===== src/rtl/ps2_pkg.sv =====
// ps2_pkg: shared constants and types for the PS/2 keyboard decoder.
// Prefix codes, frame geometry and the prefix FSM state encoding.
package ps2_pkg;

    localparam logic [7:0] PS2_EXT = 8'hE0;
    localparam logic [7:0] PS2_BRK = 8'hF0;

    localparam int unsigned FRAME_LEN = 11;
    localparam logic [3:0] LAST_BIT = 4'(FRAME_LEN - 1);

    typedef enum logic [1:0] {
        IDLE,
        EXT,
        BRK,
        EXT_BRK
    } pfx_state_e;

    function automatic logic is_prefix(input logic [7:0] b);
        return (b == PS2_EXT) || (b == PS2_BRK);
    endfunction

endpackage


===== src/rtl/ps2_frame_rx.sv =====
// ps2_frame_rx: synchronises the PS/2 pins and deframes 11-bit frames.
// Emits a byte strobe for good frames and an error pulse otherwise.
module ps2_frame_rx
    import ps2_pkg::*;
#(
    parameter logic [15:0] TIMEOUT = 16'd5000
) (
    input  logic       clk,
    input  logic       clrn,
    input  logic       ps2_clk,
    input  logic       ps2_data,
    output logic [7:0] rx_byte,
    output logic       byte_stb,
    output logic       frame_err,
    output logic       tmo
);

    logic        clk_s1;
    logic        clk_s2;
    logic        clk_s3;
    logic        dat_s1;
    logic        dat_s2;
    logic        fall;
    logic        last_bit;
    logic        frame_ok;
    logic [3:0]  bitcnt;
    logic [9:0]  shreg;
    logic [15:0] idle;

    // Two-flop synchronisers, plus a third clock flop for edge detection.
    always_ff @(posedge clk or negedge clrn) begin
        if (!clrn) begin
            clk_s1 <= 1'b1;
            clk_s2 <= 1'b1;
            clk_s3 <= 1'b1;
            dat_s1 <= 1'b1;
            dat_s2 <= 1'b1;
        end else begin
            clk_s1 <= ps2_clk;
            clk_s2 <= clk_s1;
            clk_s3 <= clk_s2;
            dat_s1 <= ps2_data;
            dat_s2 <= dat_s1;
        end
    end

    // Frame check on the stop-bit edge; shreg holds start, d[7:0], parity.
    always_comb begin
        fall     = clk_s3 & ~clk_s2;
        last_bit = fall && (bitcnt == LAST_BIT);
        frame_ok = ~shreg[0] & dat_s2 & (^shreg[9:1]);
        tmo      = ~fall && (bitcnt != 4'd0) && (idle == TIMEOUT);
        rx_byte  = shreg[8:1];
        byte_stb = last_bit & frame_ok;
        frame_err = (last_bit & ~frame_ok) | tmo;
    end

    // Bit counter and LSB-first shift register, advanced on falling edges.
    always_ff @(posedge clk or negedge clrn) begin
        if (!clrn) begin
            bitcnt <= 4'd0;
            shreg  <= 10'd0;
        end else if (fall) begin
            if (last_bit) begin
                bitcnt <= 4'd0;
            end else begin
                bitcnt <= bitcnt + 4'd1;
                shreg  <= {dat_s2, shreg[9:1]};
            end
        end else if (tmo) begin
            bitcnt <= 4'd0;
        end
    end

    // Inactivity counter; runs only while a frame is partly received.
    always_ff @(posedge clk or negedge clrn) begin
        if (!clrn) begin
            idle <= 16'd0;
        end else if (fall || bitcnt == 4'd0 || tmo) begin
            idle <= 16'd0;
        end else begin
            idle <= idle + 16'd1;
        end
    end

endmodule


===== src/rtl/ps2_kbd_decoder.sv =====
// ps2_kbd_decoder: folds E0/F0 prefixes into single key events.
// Holds the prefix FSM, the event register and the status counters.
module ps2_kbd_decoder
    import ps2_pkg::*;
#(
    parameter logic [15:0] TIMEOUT = 16'd5000
) (
    input  logic       clk,
    input  logic       clrn,
    input  logic       ps2_clk,
    input  logic       ps2_data,
    input  logic       ev_ready,
    output logic       ev_valid,
    output logic [7:0] code,
    output logic       ext,
    output logic       released,
    output logic [7:0] press_count,
    output logic       frame_err,
    output logic       overflow
);

    logic [7:0] rx_byte;
    logic       byte_stb;
    logic       rx_err;
    logic       tmo;
    logic       b_ext;
    logic       b_brk;
    logic       emit;
    logic       em_ext;
    logic       em_rel;
    logic       pfx_err;
    logic       load;
    logic       drop;

    pfx_state_e state;
    pfx_state_e nxt;

    ps2_frame_rx #(
        .TIMEOUT (TIMEOUT)
    ) u_rx (
        .clk       (clk),
        .clrn      (clrn),
        .ps2_clk   (ps2_clk),
        .ps2_data  (ps2_data),
        .rx_byte   (rx_byte),
        .byte_stb  (byte_stb),
        .frame_err (rx_err),
        .tmo       (tmo)
    );

    // Prefix decode: next state and the event to emit for this byte.
    always_comb begin
        nxt     = state;
        emit    = 1'b0;
        em_ext  = 1'b0;
        em_rel  = 1'b0;
        pfx_err = 1'b0;
        b_ext   = (rx_byte == PS2_EXT);
        b_brk   = (rx_byte == PS2_BRK);
        if (byte_stb) begin
            unique case (state)
                IDLE: begin
                    unique case (1'b1)
                        b_ext:   nxt = EXT;
                        b_brk:   nxt = BRK;
                        default: emit = 1'b1;
                    endcase
                end
                EXT: begin
                    unique case (1'b1)
                        b_ext:   nxt = EXT;
                        b_brk:   nxt = EXT_BRK;
                        default: begin
                            emit   = 1'b1;
                            em_ext = 1'b1;
                            nxt    = IDLE;
                        end
                    endcase
                end
                BRK, EXT_BRK: begin
                    nxt = IDLE;
                    if (is_prefix(rx_byte)) begin
                        pfx_err = 1'b1;
                    end else begin
                        emit   = 1'b1;
                        em_rel = 1'b1;
                        em_ext = (state == EXT_BRK);
                    end
                end
                default: nxt = IDLE;
            endcase
        end
        load = emit & (~ev_valid | ev_ready);
        drop = emit & ev_valid & ~ev_ready;
    end

    // Prefix FSM state; an abandoned frame also abandons any prefix.
    always_ff @(posedge clk or negedge clrn) begin
        if (!clrn) begin
            state <= IDLE;
        end else if (tmo) begin
            state <= IDLE;
        end else begin
            state <= nxt;
        end
    end

    // Single-entry event register; new events are dropped while it is full.
    always_ff @(posedge clk or negedge clrn) begin
        if (!clrn) begin
            ev_valid <= 1'b0;
            code     <= 8'h00;
            ext      <= 1'b0;
            released <= 1'b0;
        end else if (load) begin
            ev_valid <= 1'b1;
            code     <= rx_byte;
            ext      <= em_ext;
            released <= em_rel;
        end else if (ev_ready) begin
            ev_valid <= 1'b0;
        end
    end

    // Make counter, sticky overflow and the registered error pulse.
    always_ff @(posedge clk or negedge clrn) begin
        if (!clrn) begin
            press_count <= 8'h00;
            overflow    <= 1'b0;
            frame_err   <= 1'b0;
        end else begin
            if (load && !em_rel) begin
                press_count <= press_count + 8'h01;
            end
            if (drop) begin
                overflow <= 1'b1;
            end
            frame_err <= rx_err | pfx_err;
        end
    end

endmodule


===== config.mk =====
export PLATFORM = sky130hd
export DESIGN_NAME = ps2_kbd_decoder
export DESIGN_NICKNAME = d
export VERILOG_FILES = /design/src/rtl/ps2_pkg.sv /design/src/rtl/ps2_frame_rx.sv /design/src/rtl/ps2_kbd_decoder.sv
export SDC_FILE = /design/constraint.sdc
export NUM_CORES = 1
export LEC_CHECK = 0
export CORE_ASPECT_RATIO = 0.8
export CORE_UTILIZATION = 54
export DETAILED_ROUTE_END_ITERATION = 6
export PLACE_DENSITY = 0.78
export SYNTH_ARGS = -nofsm -noshare
export SYNTH_HDL_FRONTEND = slang
export SYNTH_SLANG_ARGS = --single-unit

===== constraint.sdc =====
create_clock -name clk -period 2.4 [get_ports clk]
set_clock_uncertainty 0.2 [all_clocks]
set_input_delay 0.48 -clock clk [delete_from_list [all_inputs] [get_ports clk]]
set_output_delay 0.48 -clock clk [all_outputs]
set_load 0.03 [all_outputs]

==> results.md, run 1 <==
STA:
- The time the final worst path needs with I/O delays and setup is 2.28 ns.
- At the pin with the least slew margin, the transition time is 0.547 ns.
- The top achievable clock speed is 0.439 GHz.
- The final hold violation count came to 0.
- Measured against its own limit, the worst slew margin works out to 0.632.
- Setup repair after global routing left no endpoint under its margin.
- The max-slew violation total from the final report is 0.
- The final critical-path share of the clock period is 0.949.
- The final count of negative-setup-slack endpoints is 0.

Yosys:
- Ranked by total cell area, the synthesized netlist is headed by sky130_fd_sc_hd__dfrtp_1 (48%), sky130_fd_sc_hd__mux2_2 (6.5%), sky130_fd_sc_hd__ha_1 (5.0%).
- For this run, the leading register cell type out of synthesis is sky130_fd_sc_hd__dfrtp_1.
- The synthesized-area fraction occupied by xor and xnor cells is 0.0809.
- In the synthesized netlist, the number of instances is 242.
- The biggest area contributor in the post-synthesis netlist is sky130_fd_sc_hd__dfrtp_1.
- The number of register bits inferred by synthesis is 58.
- Of the total synthesized cell area, the portion taken by full adders, half adders and majority gates is 0.0500.
- After synthesis the cells add up to 0.00275 mm^2.
- The sequential share of the synthesized area is 0.529.
- The post-synthesis compound-gate area fraction came to 0.0591.
- The proportion of netlist area held by the largest area contributor is 0.482.
- The share of synthesized registers carrying an async set or reset is 1.00.
- For this run, the number of Yosys warnings is 0.
- Measured against the total synthesized area, the mux share comes to 0.0654.
- The dominant combinational cell family by area after synthesis is simple AND/OR/NAND/NOR gates.
- The net count of the mapped netlist is 258.
- The mean post-synth cell area is 11.4 um^2.
- The count of distinct cell types in the synthesized netlist is 42.
- Of the total synthesized cell area, the portion taken by AND, OR, NAND and NOR gates is 0.184.
- In this run, synthesis inferred 0 flip-flops with an integrated enable.

Clocking:
- The clock tree from TritonCTS is yes.
- The latest clock arrival within the worst-skew pair is 0.34 ns.
- The number of sinks on the clock net is 58.
- In this run the deepest clock path goes through 2 buffers.
- Buffers inserted during clock tree synthesis total 9.
- The clock-pin slew reported for the worst setup and hold paths after clock tree synthesis is 0.06 ns.
- The clock root buffer is sky130_fd_sc_hd__clkbuf_8.
- The H-tree depth is 3.

Floorplan:
- In this run the standard cell core region covers 0.00473 mm^2.
- The chip width is 81.8 um.
- Measured along the y axis, the die boundary spans 65.9 um.
- For this design the top-level I/O count stands at 26.
- The floorplan has 22 rows.
- The die area is 0.00539 mm^2.
- The initial core utilization is 0.582.

Routing:
- The residual antenna-violating net count after detailed routing is 0.
- In the final routed layout, each cell accounts on average for 14.7 um.
- The number of search-and-repair iterations in the first detailed-routing pass is 4.
- The number of violations reported at the end of detailed-routing iteration 0 is 113.
- The detailed router placed 1,942 vias in this run.
- The final routed wirelength across all metal layers is 5150 um.
- For this run, design rule violations remaining after detail routing come to 0.
- Using the TritonRoute via totals, the vias-per-cell ratio works out to 5.55.

Final layout:
- The layout net count is 301.
- With fillers left out, the area of the finished cells amounts to 0.00335 mm^2.
- Leaving out fill and tap cells, the most frequent cells in the layout are sky130_fd_sc_hd__dfrtp_1 (53), sky130_fd_sc_hd__clkdlybuf4s50_1 (24), sky130_fd_sc_hd__nor2_1 (18).
- Summing all multi-input logic gate instances after layout gives 0.00123 mm^2.
- The final antenna diode count is 0.
- In the final layout, the share of cells above drive strength 1 is 0.193.
- The final-layout fill cell count is 368.
- The post-synthesis to final-layout area growth is 21.5%.
- The share of the core filled with cells is 0.707.
- The library cell used most frequently in the layout, excluding fill and tap cells, is sky130_fd_sc_hd__dfrtp_1.
- For this run, the number of standard cells in the final layout without fillers is 350.
- Registers take 0.00146 mm^2.

Global routing:
- The number of antenna violations at the first check in global routing is 0.
- Entering global routing, the biggest net connects 59 pins.
- The global routing usage summed across all routing layers is 0.225.
- The final global-route overflow total is 0.
- The wire length of the first global-routing pass is 8790 um.
- The number of global-route vias before repair is 1,850.

Hold path:
- The source of the worst hold timing path is u_rx.dat_s1$_DFF_PN1_.
- The number of cells on the worst hold path is 0.
- The worst hold endpoint is u_rx.dat_s2$_DFF_PN1_.
- The tightest min-delay check is of the flip-flop to flip-flop type.

Critical path:
- The worst setup path is captured at a flip-flop.
- The cell count of the worst reg-to-reg path is 6.
- In this run the worst path has a maximum fanout of 5.
- The required arrival time at the worst endpoint is 2.42 ns.
- In this run the critical register-to-register path is launched from u_rx.shreg[7]$_DFFE_PN0P_.
- At the worst endpoint, the arrival time is 2.30 ns.
- The minimum setup slack among reg-to-reg paths is 0.12 ns.
- The worst setup path is of the flip-flop to flip-flop kind.
- In this run the critical register-to-register path is captured at code[6]$_DFFE_PN0P_.
- The worst setup path is launched from a flip-flop.

Placement:
- The count of input and output buffers is 25.
- The post-placement cell count is 329.
- After detailed placement, the total cell area comes to 0.00312 mm^2.
- Detailed placement ended at an HPWL of 3360 um.
- The congestion estimate from routability-driven global placement came to 0.845.

Outcome:
- The run finished with clean final reports.

Power and ir drop:
- The areal power density over the cells is 1020 mW/mm^2.
- Across the VDD grid, the largest voltage drop is 753 uV.
- The cell leakage power is 1.49 nW.

Run:
- Max-cap violations in this run came to 0.
what timing repair did:
| item | in CTS | in global routing |
|---|---|---|
| gates cloned | 0 | 1 |
| buffers inserted | 1 | 2 |
| endpoints found under the hold margin | 53 | 0 |
| pin swaps | 1 | 2 |
| gates resized for setup | 0 | 2 |
| endpoints found under the setup margin | 1 | 11 |
| hold buffers | 1 | 0 |
synth_stat cells (4+ instances only):
cell,number
sky130_fd_sc_hd__inv_1,15
sky130_fd_sc_hd__dfrtp_1,53
sky130_fd_sc_hd__xor2_1,8
sky130_fd_sc_hd__nand4_1,15
sky130_fd_sc_hd__nor2_1,18
sky130_fd_sc_hd__o21ai_0,7
sky130_fd_sc_hd__dfstp_2,5
sky130_fd_sc_hd__nand3_1,15
sky130_fd_sc_hd__nor2b_1,4
sky130_fd_sc_hd__ha_1,11
sky130_fd_sc_hd__nand2_1,15
sky130_fd_sc_hd__and4_1,4
sky130_fd_sc_hd__xnor2_1,13
sky130_fd_sc_hd__mux2_2,16
sky130_fd_sc_hd__clkbuf_1,6
worst max-delay path by stage:
stage	from	endpoint
after detailed placement	ev_ready	code[6]$_DFFE_PN0P_
final	u_rx.shreg[7]$_DFFE_PN0P_	code[6]$_DFFE_PN0P_
after CTS	u_rx.shreg[5]$_DFFE_PN0P_	code[6]$_DFFE_PN0P_
after floorplan	u_rx.shreg[5]$_DFFE_PN0P_	code[0]$_DFFE_PN0P_
after global placement	ev_ready	code[4]$_DFFE_PN0P_
after global routing	u_rx.shreg[8]$_DFFE_PN0P_	overflow$_DFFE_PN0P_
registers in the layout, summed over array words and instances (netlist names), 2 cells and up:
register / cells
press_count: 8
u_rx.idle: 16
code: 8
state: 2
u_rx.bitcnt: 4
u_rx.shreg: 10
metrics by stage:
stage               setup TNS, ns  power [mW]  hold slack [ns]  worst slack [ns]
floorplan                       0        2.17          -0.0156             0.194
global placement                0        2.42            0.147           0.00571
detailed placement         -0.340        2.48            0.149           -0.0432
CTS                             0        3.34            0.156            0.0782
global route                    0        3.65            0.164            0.0219
finish                          0        3.41            0.157             0.123
power breakdown:
part / switching (mW) / total [mW] / internal, mW / leakage [nW]
registers: 0.156 / 1.29 / 1.13 / 0.764
clock network: 0.366 / 0.764 / 0.398 / 0.0872
logic: 0.768 / 1.36 / 0.589 / 0.636
cell families after synthesis:
group | count (synthesis)
muxes | 16
AOI/OAI and AO/OA | 21
xor gates and xnor gates | 23
adders and majority gates | 11
and+or+nand+nor | 91
DFF | 58
buffers and inverters | 22
cell type report:
| cell class | count | area share |
|---|---|---|
| Clock buffer | 13 | 0.0445 |
| Sequential cell | 58 | 0.436 |
| Multi-Input combinational cell | 163 | 0.369 |
| Clock inverter | 3 | 0.00449 |
| Timing Repair Buffer | 38 | 0.107 |
| Tap cell | 60 | 0.0224 |
| Inverter | 15 | 0.0168 |
metal layers:
layer	global-route usage	routed length [um]	up-vias
met5	0	0	-
met4	0.0987	104	0
met3	0.0897	293	14
met2	0.306	2270	46
met1	0.312	2490	940
li1	-	-	942
worst max-delay path, stage by stage, from the launching register on:
cell and delay [ns]:
sky130_fd_sc_hd__dfrtp_1 0.41, sky130_fd_sc_hd__ha_1 0.29, sky130_fd_sc_hd__xnor3_1 0.43, sky130_fd_sc_hd__xnor2_2 0.21, sky130_fd_sc_hd__buf_4 0.19, sky130_fd_sc_hd__nand3_4 0.12
sky130_fd_sc_hd__mux2_2 0.30
Power figures use the tool's default switching activity.
==> inputs of run 2 (changes only) <==
- PLACE_DENSITY: 0.78 -> 0.79
==> run 2 against run 1 <==
Via count decreased by 0.26%. Core utilization fell by 0.26 points. Register-to-register slack worse by 0.03 ns. Sequential cell count unchanged. Global-route usage hardly changed. Critical endpoint unchanged. Largest cell class unchanged. Largest power group unchanged.
==> results.md, run 2 (same netlist as run 1, synthesis figures left out) <==
Outcome:
- The run finished with clean final reports.

Critical path:
- The startpoint of the most critical setup path is u_rx.shreg[8]$_DFFE_PN0P_.
- The worst register-to-register path has a depth of 5.
- The end point of the critical path is code[6]$_DFFE_PN0P_.
- Of all nets on the critical path, the largest fanout is 10.
- The element type at the critical path end is a flip-flop.
- The worst setup path is launched from a flip-flop.
- The data arrival at the endpoint of the critical path is 2.32 ns.
- The minimum setup slack among reg-to-reg paths is 0.1 ns.
- The startpoint of the lowest-slack register-to-register path is u_rx.shreg[8]$_DFFE_PN0P_.
- The category of the critical setup timing path is flip-flop to flip-flop.
- The endpoint of the most critical register-to-register path is code[6]$_DFFE_PN0P_.
- The required arrival time at the worst endpoint is 2.42 ns.

Final layout:
- The final antenna diode count is 0.
- The number of flip-flops in the largest register is 16.
- Leaving out fill and tap cells, the most frequent cells in the layout are sky130_fd_sc_hd__dfrtp_1 (53), sky130_fd_sc_hd__clkdlybuf4s50_1 (24), sky130_fd_sc_hd__nor2_1 (18).
- The most frequent standard cell in the layout excluding fill and tap cells is sky130_fd_sc_hd__dfrtp_1.
- The share of layout cells above drive strength 1 is 0.195.
- The layout net count is 298.
- The largest registers in the layout are u_rx.idle: 16 flops, u_rx.shreg: 10 flops.
- The largest register by flop count is u_rx.idle.
- The finished layout holds 347 standard cells, fillers aside.
- Fill cells in the final layout number 352.
- Once layout is complete, the utilization of the core stands at 0.704.
- Relative to the synthesized area, the layout overhead comes to 21.0%.

STA:
- The time the final worst path needs with I/O delays and setup is 2.30 ns.
- Setup violations remaining at the end of the flow were counted as 0.
- The final hold violation count is 0.
- The final worst-path setup slack is 0.0968 ns.
- The max-slew violation total from the final report is 0.
- Measured against its own limit, the worst slew margin works out to 0.535.
- At the pin with the least slew margin, the transition time is 0.691 ns.
- Based on the critical path, the design can be clocked at up to 0.434 GHz.
- In the finished design, the share of the clock period the worst path needs comes to 0.960.
- Setup repair after global routing left no endpoint under its margin.

Clocking:
- The post-CTS repair timing setup buffer count is 0.
- For this design, the sink count on the clock tree is 58.
- Clock-pin slew was measured on the worst setup and hold paths at 0.06 ns.
- The H-tree depth is 3.
- The clock tree from TritonCTS is yes.
- The number of buffers inserted during clock tree synthesis is 9.
- The clock root buffer is sky130_fd_sc_hd__clkbuf_8.
- The maximum buffer depth of the clock tree is 2.
- The latest clock arrival within the worst-skew pair is 0.33 ns.

Placement:
- The number of placed instances, taps included, is 330.
- The sum of net half-perimeters after detailed placement is 3510 um.
- OpenSTA, run right after detailed placement, puts the worst setup slack at -0.0510 ns.
- The final weighted congestion in routability-driven placement is 0.872.
- The count of input and output buffers is 25.

Global routing:
- The number of antenna violations at the first check in global routing is 0.
- In the global route stage, overall resource usage came out at 0.225.
- The final global-route overflow total is 0.
- The wire length of the first global-routing pass is 8720 um.
- The number of global-route vias before repair came to 1,878.
- Entering global routing, the biggest net connects 59 pins.

Routing:
- The post-detailed-route DRC marker count is 0.
- The routed via count is 1,937.
- Dividing the detail-routed via count by the number of cells gives 5.58.
- The number of violations reported at the end of detailed-routing iteration 0 is 94.
- The number of search-and-repair iterations in the first detailed-routing pass is 4.
- In the final routed layout, each cell accounts on average for 14.9 um.
- Once detail routing completed, the nets flagged for antenna violations numbered 0.
- The final routed wirelength across all metal layers is 5190 um.

Floorplan:
- The floorplan step defined a die boundary enclosing 0.00539 mm^2.
- The area of the core is 0.00473 mm^2.
- The count of pins on the block boundary is 26.
- The height of the die is 65.9 um.
- The chip width is 81.8 um.
- For this configuration, the core starts out at a cell density of 0.582.
- The standard-cell row count is 22.

Run:
- The max capacitance violation total is 0.

Power and ir drop:
- Dividing total power by cell area gives a power density of 1040 mW/mm^2.
- For this design the static power due to leakage is 1.47 nW.
- The worst vdd rail ir drop is 675 uV.

Hold path:
- The worst hold path belongs to the class flip-flop to flip-flop.
[run 2: cell types whose count changed in the layout (fill, tap and decap cells not counted), sizes merged]
cell	change
buf	-2
clkbuf	-2
clkinvlp	+2
nand3	-1
[run 2: worst min-delay path by stage]
stage	from	endpoint	cells after the start
floorplan	clrn	code[0]$_DFFE_PN0P_	0
global placement	u_rx.dat_s1$_DFF_PN1_	u_rx.dat_s2$_DFF_PN1_	0
detailed placement	u_rx.dat_s1$_DFF_PN1_	u_rx.dat_s2$_DFF_PN1_	0
CTS	u_rx.dat_s1$_DFF_PN1_	u_rx.dat_s2$_DFF_PN1_	0
global route	u_rx.dat_s1$_DFF_PN1_	u_rx.dat_s2$_DFF_PN1_	0
finish	u_rx.dat_s1$_DFF_PN1_	u_rx.dat_s2$_DFF_PN1_	0
[run 2: stage by stage]
stage | power [mW] | hold slack (ns) | instance area [um^2] | TNS [ns]
floorplan | 2.17 | -0.0156 | 2750 | 0
global placement | 2.51 | 0.148 | 3130 | 0
detailed placement | 2.57 | 0.147 | 3130 | -0.467
CTS | 3.36 | 0.156 | 3310 | 0
global route | 3.69 | 0.161 | 3330 | 0
finish | 3.47 | 0.155 | 3330 | 0
[run 2: report_power, final]
group | total [mW] | internal [mW] | leakage [nW] | switching (mW)
Clock | 0.774 | 0.397 | 0.0851 | 0.378
Sequential | 1.29 | 1.13 | 0.764 | 0.160
Combinational | 1.40 | 0.646 | 0.626 | 0.757
[run 2: area by class of cell]
class	count	area, um^2	area share
Sequential cell	58	1460	0.437
Multi-Input combinational cell	162	1230	0.369
Timing Repair Buffer	36	343	0.103
Clock buffer	11	141	0.0424
Tap cell	60	75.1	0.0225
Inverter	15	56.3	0.0169
Clock inverter	5	30.0	0.00901
[run 2: per-layer routing]
layer | up-vias | global-route usage | share of wire | routed length, um
met2 | 51 | 0.333 | 0.46 | 2390
met4 | 0 | 0.0921 | 0.016 | 82
met5 | - | 0 | 0 | 0
met1 | 950 | 0.299 | 0.47 | 2440
li1 | 929 | - | - | -
met3 | 7 | 0.0800 | 0.051 | 266
[run 2: timing repair]
action                                  4_1_cts  5_1_grt
pin swaps                                     1        3
gates resized for setup                       0        3
hold buffers                                  1        0
endpoints found under the hold margin        53        0
endpoints found under the setup margin        1       12
[run 2: critical path, stage by stage, from the launching register on]
cell and delay [ns]:
sky130_fd_sc_hd__dfrtp_1 0.42, sky130_fd_sc_hd__ha_1 0.29, sky130_fd_sc_hd__xnor3_2 0.47, sky130_fd_sc_hd__xnor2_4 0.28
sky130_fd_sc_hd__nand3_4 0.20, sky130_fd_sc_hd__mux2_2 0.33
==> inputs of run 3 (changes only) <==
--- a/config.mk
+++ b/config.mk
@@ -7,4 +7,5 @@
 export LEC_CHECK = 0
 export CORE_ASPECT_RATIO = 0.8
+export CORE_MARGIN = 2
 export CORE_UTILIZATION = 54
 export DETAILED_ROUTE_END_ITERATION = 6
==> constraint.sdc (replaced) <==
create_clock -name clk -period 2.4 [get_ports clk]
set_clock_uncertainty 0.2 [all_clocks]
set_input_delay 0.36 -clock clk [delete_from_list [all_inputs] [get_ports clk]]
set_output_delay 0.36 -clock clk [all_outputs]
set_load 0.03 [all_outputs]
==> run 3 against run 2 <==
Critical path type unchanged. Cell count unchanged. Largest cell class unchanged. Sequential cell count unchanged. Worst setup slack worse by 0.030 ns. Critical endpoint is now code[2]$_DFFE_PN0P_. Global-route usage down 3.6 points. Clock-buffer cell count unchanged. Hold slack better by 0.0011 ns.
==> results.md, run 3 (same netlist as run 1, synthesis figures left out) <==
Outcome:
- The flow ran to the end, and the final reports show no timing, DRC or antenna violations.

Placement:
- The congestion estimate from routability-driven global placement came to 0.829.
- Input and output buffers added on the ports amount to 25.
- Summed over all nets, the half-perimeter wirelength after detailed placement is 3460 um.

Clocking:
- Clock-pin slew was measured on the worst setup and hold paths at 0.06 ns.
- TritonCTS built the clock tree.
- The number of clock buffers added by TritonCTS is 9.
- The number of sinks on the clock net is 58.
- CTS placed an instance of sky130_fd_sc_hd__clkbuf_8 at the clock tree root.
- The latest clock arrival within the worst-skew pair is 0.35 ns.
- Counting along the longest clock path gives a buffer depth of 2.
- The H-tree depth is 3.

Final layout:
- The most frequent standard cell in the layout excluding fill and tap cells is sky130_fd_sc_hd__dfrtp_1.
- The share of layout cells above drive strength 1 is 0.182.
- The layout has 391 filler cells.
- 0 antenna diodes ended up in the layout.
- The number of flip-flops in the largest register is 16.
- The largest registers in the layout are u_rx.idle: 16 flops, u_rx.shreg: 10 flops.
- The post-synthesis to final-layout area growth is 19.9%.
- The largest register by flop count is u_rx.idle.
- The top cell types in the final layout, fill and taps aside, are sky130_fd_sc_hd__dfrtp_1 (53), sky130_fd_sc_hd__clkdlybuf4s50_1 (24), sky130_fd_sc_hd__nor2_1 (18).
- The layout net count is 296.

Critical path:
- In this run the critical register-to-register path is captured at code[2]$_DFFE_PN0P_.
- The cell count of the worst reg-to-reg path is 7.
- STA puts the critical path data required time at 2.43 ns.
- The maximum fanout encountered on the critical timing path is 10.
- STA classifies the critical path startpoint as a flip-flop.
- The worst register-to-register path begins at u_rx.shreg[5]$_DFFE_PN0P_.
- The minimum setup slack among reg-to-reg paths is 0.07 ns.
- The category of the critical setup timing path is flip-flop to flip-flop.
- STA classifies the critical path endpoint as a flip-flop.
- STA puts the critical path data arrival time at 2.37 ns.

Power and ir drop:
- The power after layout is 3.31 mW.
- For this design the ratio of total power to cell area is 1000 mW/mm^2.
- The cell leakage power is 1.46 nW.
- The worst vdd rail ir drop is 789 uV.

STA:
- The final hold violation count is 0.
- The final critical-path share of the clock period is 0.972.
- The max-slew violation total from the final report is 0.
- The actual transition at the worst max-transition pin is 0.608 ns.
- The accumulated negative setup slack is 0 ns.
- Setup repair after global routing left no endpoint under its margin.
- The relative slew slack is 0.591.
- The top achievable clock speed is 0.429 GHz.
- The time the final worst path needs with I/O delays and setup is 2.33 ns.
- The final count of negative-setup-slack endpoints is 0.
- The worst hold slack across all endpoints is 0.156 ns.

Hold path:
- The worst hold endpoint is u_rx.dat_s2$_DFF_PN1_.
- Counting instances, the worst hold path has a depth of 0.
- The path class of the tightest hold or removal check is flip-flop to flip-flop.
- The source of the worst hold timing path is u_rx.dat_s1$_DFF_PN1_.

Routing:
- The number of search-and-repair iterations in the first detailed-routing pass is 4.
- After the first detailed-routing iteration, the DRC count stood at 125.
- The final routed wirelength across all metal layers is 4980 um.
- After detailed routing, the number of remaining DRC violations is 0.
- The per-cell via count in the routed design is 5.45.
- The routed layout has 1,891 vias.
- The average detailed-routed wire length per instance is 14.4 um.
- The detail route stage leaves a number of antenna-violating nets equal to 0.

Global routing:
- Across every metal layer, demand over resource in global routing totals 0.189.
- Summed over all layers, the global routing overflow is 0.
- The number of antenna violations at the first check in global routing is 0.
- The largest net degree at the start of global routing is 35.
- The first global-routing pass estimated 8140 um of wire.
- The number of global-route vias before repair is 1,703.

Floorplan:
- The die area is 0.00569 mm^2.
- In this run the horizontal extent of the chip is 83.8 um.
- Row generation in the floorplan step produced 23 rows.
- The initial utilization of the core area, before any placement, comes to 0.556.
- The height of the die is 67.9 um.
- In this run the count of I/O pins placed on the die edge is 26.
- The region available for standard cell placement spans 0.00495 mm^2.

Run:
- The max capacitance violation total is 0.
[run 3: changes by cell type in the layout (fill, tap and decap cells not counted), sizes merged]
cell and delta:
buf -2
[run 3: power by group]
part | leakage, nW | internal, mW | switching (mW) | total (mW)
combinational | 0.616 | 0.575 | 0.663 | 1.24
clock | 0.0851 | 0.396 | 0.388 | 0.784
sequential | 0.764 | 1.13 | 0.158 | 1.29
total | 1.46 | 2.10 | 1.21 | 3.31
[run 3: worst max-delay path, stage by stage, from the launching register on]
cell                      delay, ns
sky130_fd_sc_hd__dfrtp_1       0.39
sky130_fd_sc_hd__inv_1         0.07
sky130_fd_sc_hd__ha_1          0.31
sky130_fd_sc_hd__xnor3_1       0.39
sky130_fd_sc_hd__xnor2_2       0.15
sky130_fd_sc_hd__buf_4         0.17
sky130_fd_sc_hd__nand3_4       0.17
sky130_fd_sc_hd__mux2_2        0.36
[run 3: worst max path at each step]
stage | from | endpoint | slack, ns | depth (start not counted)
final | u_rx.shreg[5]$_DFFE_PN0P_ | code[2]$_DFFE_PN0P_ | 0.07 | 7
after global routing | u_rx.shreg[5]$_DFFE_PN0P_ | ext$_DFFE_PN0P_ | 0.007 | 7
after CTS | u_rx.shreg[5]$_DFFE_PN0P_ | code[2]$_DFFE_PN0P_ | 0.06 | 7
after detailed placement | ev_ready | code[2]$_DFFE_PN0P_ | 0.07 | 5
after global placement | ev_ready | code[4]$_DFFE_PN0P_ | 0.11 | 5
after floorplan | u_rx.shreg[5]$_DFFE_PN0P_ | code[0]$_DFFE_PN0P_ | 0.19 | 5
[run 3: routing by layer]
metal  GRT usage  routed length [um]  part of all wire  vias up
met3      0.0688                 231             0.046       13
li1            -                   -                 -      929
met2       0.278                2170              0.44       39
met5           0                   0                 0        -
met4      0.0786                  98             0.020        0
met1       0.256                2480              0.50      910
[run 3: layout make-up]
class                   instances  area [um^2]  share of cell area
flip-flops and latches         58         1460               0.442
clock inverters                 5         30.0             0.00910
inverters                      15         56.3              0.0171
repair buffers                 34          328              0.0993
multi-input cells             162         1210               0.367
clock buffers                  11          141              0.0428
well taps                      62         77.6              0.0235
[run 3: metrics by stage]
stage | area (um^2) | utilization | cells | setup slack [ns]
3_3_place_gp | 3120 | 0.630 | 330 | 0.112
3_5_place_dp | 3120 | 0.630 | 330 | 0.0702
5_1_grt | 3300 | 0.667 | 347 | 0.00719
6_report | 3300 | 0.667 | 347 | 0.0667
2_1_floorplan | 2750 | - | 242 | 0.194
4_1_cts | 3300 | 0.667 | 347 | 0.0630
[run 3: timing repair]
item                                   in CTS  in global routing
endpoints found under the hold margin      24                  0
gates resized for setup                     0                  0
buffers inserted                            0                  0
hold buffers                                1                  0
